**config.mk**
```make
export PLATFORM = sky130hd
export DESIGN_NAME = tdm_line_mux
export DESIGN_NICKNAME = d
export VERILOG_FILES = /design/src/rtl/tdm_line_mux.sv
export SDC_FILE = /design/constraint.sdc
export NUM_CORES = 1
export LEC_CHECK = 0
export ABC_AREA = 1
export CORE_UTILIZATION = 40
export DETAILED_ROUTE_END_ITERATION = 10
export PLACE_DENSITY_LB_ADDON = 0.2
export SYNTH_ARGS = -nofsm -noshare
export SYNTH_HDL_FRONTEND = slang
export SYNTH_SLANG_ARGS = --single-unit
```
**constraint.sdc**
```tcl
create_clock -name clk -period 1.69 [get_ports clk]
set_input_delay 0.338 -clock clk [delete_from_list [all_inputs] [get_ports clk]]
set_output_delay 0.338 -clock clk [all_outputs]
set_load 0.05 [all_outputs]
```
**src/rtl/tdm_line_mux.sv**
```systemverilog
// Four-line TDM multiplexer: snapshots L on start and drives each line on P for HOLD_CYCLES cycles.
// Define LINE_MUX_AUTO_EN for continuous scanning (DONE recaptures L and restarts without start).
module tdm_line_mux #(
    parameter int HOLD_CYCLES = 1
) (
    input  logic       clk,
    input  logic       rst_n,
    input  logic       start,
    input  logic [0:3] L,
    output logic       P,
    output logic [1:0] LB,
    output logic       valid,
    output logic       busy,
    output logic       done
);

    typedef enum logic [1:0] {
        IDLE = 2'd0,
        SEND = 2'd1,
        DONE = 2'd2
    } state_t;

    localparam logic [3:0] HOLD_LAST = 4'(HOLD_CYCLES - 1);

    state_t     state_q, state_d;
    logic [0:3] snap_q, snap_d;
    logic [1:0] lb_q, lb_d;
    logic [3:0] hold_q, hold_d;
    logic       p_q, p_d;
    logic       valid_q, valid_d;
    logic       busy_q, busy_d;
    logic       done_q, done_d;

    // Next-state logic; outputs are derived from the next state so they can be registered.
    always_comb begin
        state_d = state_q;
        snap_d  = snap_q;
        lb_d    = lb_q;
        hold_d  = hold_q;
        case (state_q)
            IDLE: begin
                lb_d   = 2'd0;
                hold_d = 4'd0;
                if (start) begin
                    state_d = SEND;
                    snap_d  = L;
                end else begin
                    state_d = IDLE;
                end
            end
            SEND: begin
                if (hold_q == HOLD_LAST) begin
                    hold_d = 4'd0;
                    if (lb_q == 2'd3) begin
                        state_d = DONE;
                        lb_d    = 2'd0;
                    end else begin
                        lb_d = lb_q + 2'd1;
                    end
                end else begin
                    hold_d = hold_q + 4'd1;
                end
            end
            DONE: begin
                lb_d   = 2'd0;
                hold_d = 4'd0;
`ifdef LINE_MUX_AUTO_EN
                state_d = SEND;
                snap_d  = L;
`else
                state_d = IDLE;
`endif
            end
            default: begin
                state_d = IDLE;
                snap_d  = 4'b0000;
                lb_d    = 2'd0;
                hold_d  = 4'd0;
            end
        endcase

        valid_d = (state_d == SEND);
        busy_d  = (state_d != IDLE);
        done_d  = (state_d == DONE);
        if (valid_d) begin
            p_d = snap_d[lb_d];
        end else begin
            p_d = 1'b0;
        end
    end

    // State, snapshot, counters and registered outputs.
    always_ff @(posedge clk or negedge rst_n) begin
        if (!rst_n) begin
            state_q <= IDLE;
            snap_q  <= 4'b0000;
            lb_q    <= 2'd0;
            hold_q  <= 4'd0;
            p_q     <= 1'b0;
            valid_q <= 1'b0;
            busy_q  <= 1'b0;
            done_q  <= 1'b0;
        end else begin
            state_q <= state_d;
            snap_q  <= snap_d;
            lb_q    <= lb_d;
            hold_q  <= hold_d;
            p_q     <= p_d;
            valid_q <= valid_d;
            busy_q  <= busy_d;
            done_q  <= done_d;
        end
    end

    assign P     = p_q;
    assign LB    = lb_q;
    assign valid = valid_q;
    assign busy  = busy_q;
    assign done  = done_q;

endmodule

```
# == Word-level counts from Yosys, hierarchy flattened ==
# Index checks and enable logic that the tools add are counted.
# totals
register_bits,16
latch_bits,0
ram_bits,0
mem_bits_ro,0
elab_cells,36
memories,0
# op_classes
addsub,2
mul,0
div,0
n_lt_le_gt_ge,1
eq_ne,5
shift,0
muxes,15
bitwise,1
reduce_logical,4
# op_table
operator,n
$mux 4,3
$mux 2,5
$pmux 4 s2,1
$eq 2x2->1 const B,3
$add 4x1->4 const B,1
$eq 2x1->1 const B,2
$logic_not 4->1,1
$mux 1,4
$pmux 2 s2,1
$ge 3x3->1 const B,1
$not 2->3,1
$add 2x1->2 const B,1
$bmux 1 s2,1
$logic_not 2->1,1
$reduce_bool 2->1,1
$reduce_or 2->1,1

# == Depth between registers and ports, before layout ==
# depth
word_depth,9
depth_mapped,9

# == Worst setup path after synthesis ==
# No wires, ideal clock.
# synth_path
kind,register to register
from,"register lb_q[0], in the netlist LB[0]"
to,"register p_q, in the netlist P"
setup_ps,117
arrival_time_ps,1355
slack_ps,218
stages_incl_launch_ff,10
path_buffers,0
synth_period_minus_slack_ps,1472
path_cell_list,dfrtp_1 -> ha_1 -> inv_1 -> nand2_1 -> nand3_1 -> inv_1 -> nor2_4 -> nand2_1 -> nand3_2 -> a21oi_2
# synth_via
elab_chain_cells,9
word_cells_on_any_way,14
# synth_rtl
item,line,rtl
"start, declared",27,"logic [1:0] lb_q, lb_d;"
"start signal, assigned",106,lb_q <= lb_d;
$add 2x1->2 / $eq 2x2->1 (equally long branches),"58, 54",
$mux 2,54,if (lb_q == 2'd3) begin
$mux 2 (*),52,if (hold_q == HOLD_LAST) begin
$mux 2 (*),40,case (state_q)
via lb_d[0],27,
$not 2->3 (not written as such) (*),86,p_d = snap_d[lb_d];
$bmux 1 s2 (*),86,
$mux 1 (not written as such) (*) (2 in series),86,
$mux 1 (*),85,if (valid_d) begin
via p_d,29,"logic p_q, p_d;"
"end signal, assigned",108,p_q <= p_d;
"end, declared",29,
# Mark *: on every way through the listed nets, which the timed path passes. The rest lies on a longest branch. The select of a mux whose other input is x is not followed.

# == Worst setup path in the final report ==
# layout_path
from,register hold_q[0]
to,"register p_q, in the netlist P"
# layout_via
elab_chain_cells,8
word_cells_on_any_way,11
# layout_rtl
item,line,rtl
"start, declared",28,"logic [3:0] hold_q, hold_d;"
"start signal, assigned",107,hold_q <= hold_d;
$logic_not 4->1,52,
$mux 2,52,
$mux 2,40,
via lb_d[0],27,
$not 2->3 (not written as such),86,
$bmux 1 s2,86,
$mux 1 (not written as such) (2 in series),86,
$mux 1,85,
via p_d,29,
# The timed path passes the listed nets, and every way through them passes these cells. The select of a mux whose other input is x is not followed.

==> metrics <==
status=finished, final reports clean; max_slew headroom=0.8381; GP Congestion=approximately 0.74; DIE WIDTH=between 40 and 50 µm; Port Buffers=12; largest cells by area after synthesis=dfrtp_1 (45%), nand2_1 (14%), inv_1 (11%); maximum VDD drop=between 1000 and 1500 µV; Area Overhead vs Synth=20.56%; CP required=between 1500 and 2000 ps; drt wl/cell=between 9 and 10 µm; syn nets=roughly 120; pwr dens=roughly 1700 nW/µm²; die area=between 2000 and 2500 µm²; Critical Path Fanout Max=4; drt total wl=1434 µm; mean number of vias per cell=about 4.4; clk slew on worst S/H paths=around 90 ps; gr ovfl total=0; Synth area leader=dfrtp_1; CTS root buf=clkbuf_4; Residual DRC=0; critical setup path kind=reg -> reg; Max Cap Viol=0; vias in the first global route=581; initial antenna violation count=0; Max Fclk=approximately 730 MHz; clk_lat worst skew=between 200 and 300 ps; RSZ-0062 raised after global routing=no; final period utilization=0.8095; final hold vios=0; Final Critical Period=~1400 ps; Initial Util=0.4394; Synth cell types=13; yosys warns=0; Chip Height=between 40 and 50 µm; nets@finish=between 100 and 150; Worst R2R Setup Slack=320 ps; Final setup viols=0; Starting DRT DRC Count=8; crit start category=flop; core footprint=about 2000 µm²; post-DP HPWL=around 1100 µm; leakage power=a little over 0.6 nW; synthesized flop and latch total=16; n_diodes=0; layout cells sized above 1=0.1905; sequential fraction of the synthesis area=0.4507; CTS tree=done; type of destination of the critical path=flop; Detail Route Antenna Nets=0; H-tree Lvls=1; post-CTS resize count=0; Ports=13; setup TNS=0 ps; Gate Count Post-Synth=roughly 110; Worst Hold Slack=348.3 ps; Critical Path AT=~1600 ps; Hold Crit Class=in -> async; via count=676; CTS Buf Count=3; Setup Buffers After CTS=0; worst slew pin tran=242.8 ps; largest net degree at the start of global routing=17; Synth Cell Area=about 900 µm²; Bufs on Longest Clock Path=2; number of buffers inserted by hold repair at cts=0; first-pass GRT wire length=between 2000 and 2500 µm; Synth top area share=0.4507; cell row count=16; 1st-pass router iterations=4; # clock sinks=16; GRT Overall Usage=0.1382; post-layout util=0.5297; Clock Skew=1.923 ps; syn avg cell area=between 8 and 9 µm²; Final Max Tran Viols=0
==> final cells by class <==
class                   count  area, µm²
clock buffers               4      36.28
fillers                   196      950.9
inverters                  26      97.59
multi-input cells          67      390.4
flip-flops and latches     16      400.4
well taps                  27      33.78
repair buffers             13      112.6
==> per-stage QoR <==
stage	setup WS [ps]	power, mW	cell area (µm²)	std cells
floorplan	217.7	1.328	888.4	109
global placement	125.5	1.549	1035	149
detailed placement	86.24	1.559	1035	149
CTS	314.0	1.817	1071	153
global route	213.0	1.936	1071	153
finish	322.0	1.798	1071	153
==> path summary, 6_finish.rpt <==
| path | startpoint | to | cells after the start |
|---|---|---|---|
| min reg2reg | hold_q[0] | hold_q[0] | 1 |
| max in group asynchronous | rst_n | snap_q[2] | 2 |
| min | rst_n | hold_q[2] | 2 |
| min in group clk | hold_q[0] | hold_q[0] | 1 |
| max reg2reg | hold_q[0] | P | 9 |
| max | hold_q[0] | P | 9 |
==> placed cells by master (no fill, tap or decap) <==
cell type	instances
clkbuf_4	3
clkdlybuf4s50_1	6
a21oi_2	1
nand2_2	4
nand2_1	33
nor2_1	5
nand2_4	1
buf_4	7
ha_1	6
inv_2	1
nand3_2	2
xnor2_1	2
clkbuf_8	1
dfrtp_1	16
nor2_4	4
nand3_1	9
inv_1	25
==> cells in the mapped netlist, drive strengths merged <==
master  number
ha           6
xnor2        2
a21oi        1
inv         26
nor2         9
dfrtp       16
nand3       11
nand2       38
==> flip-flops by register name (all words and copies together), names as in the netlist <==
register	count
valid	1
done	1
P	1
busy	1
LB	2
state_q	2
snap_q	4
hold_q	4
==> where the power goes <==
part | switching (mW) | leakage (nW) | internal, mW | total (mW)
clock | 0.125 | 0.0210 | 0.131 | 0.256
combinational | 0.638 | 0.382 | 0.332 | 0.969
sequential | 0.0672 | 0.208 | 0.505 | 0.573
==> worst max-delay path, cell delays in order, from the launching register on <==
cell and delay [ps]:
dfrtp_1 400, inv_1 80, ha_1 230, nand2_4 100
nand2_2 70, nand2_1 80, nor2_4 120, nand2_1 70
nand3_2 70, a21oi_2 50
==> per-layer routing <==
metal  share of wire  track usage  vias to the layer above
met5               0            0                        -
li1                -            -                      353
met4           0.013      0.05882                        0
met3           0.052      0.05919                        5
met1            0.48       0.1874                      307
met2            0.45       0.1895                       11
==> cells by family (layout without fill, tap and decap cells) <==
kind of cell / count (synthesis) / count (layout) / synth area share
adders and majority gates: 6 / 6 / 0.08450
buffers and inverters: 26 / 43 / 0.1099
xor gates and xnor gates: 2 / 2 / 0.01972
and+or+nand+nor: 58 / 58 / 0.3253
AOI/OAI and AO/OA: 1 / 1 / 0.009861
DFF: 16 / 16 / 0.4507
Power figures use the tool's default switching activity.
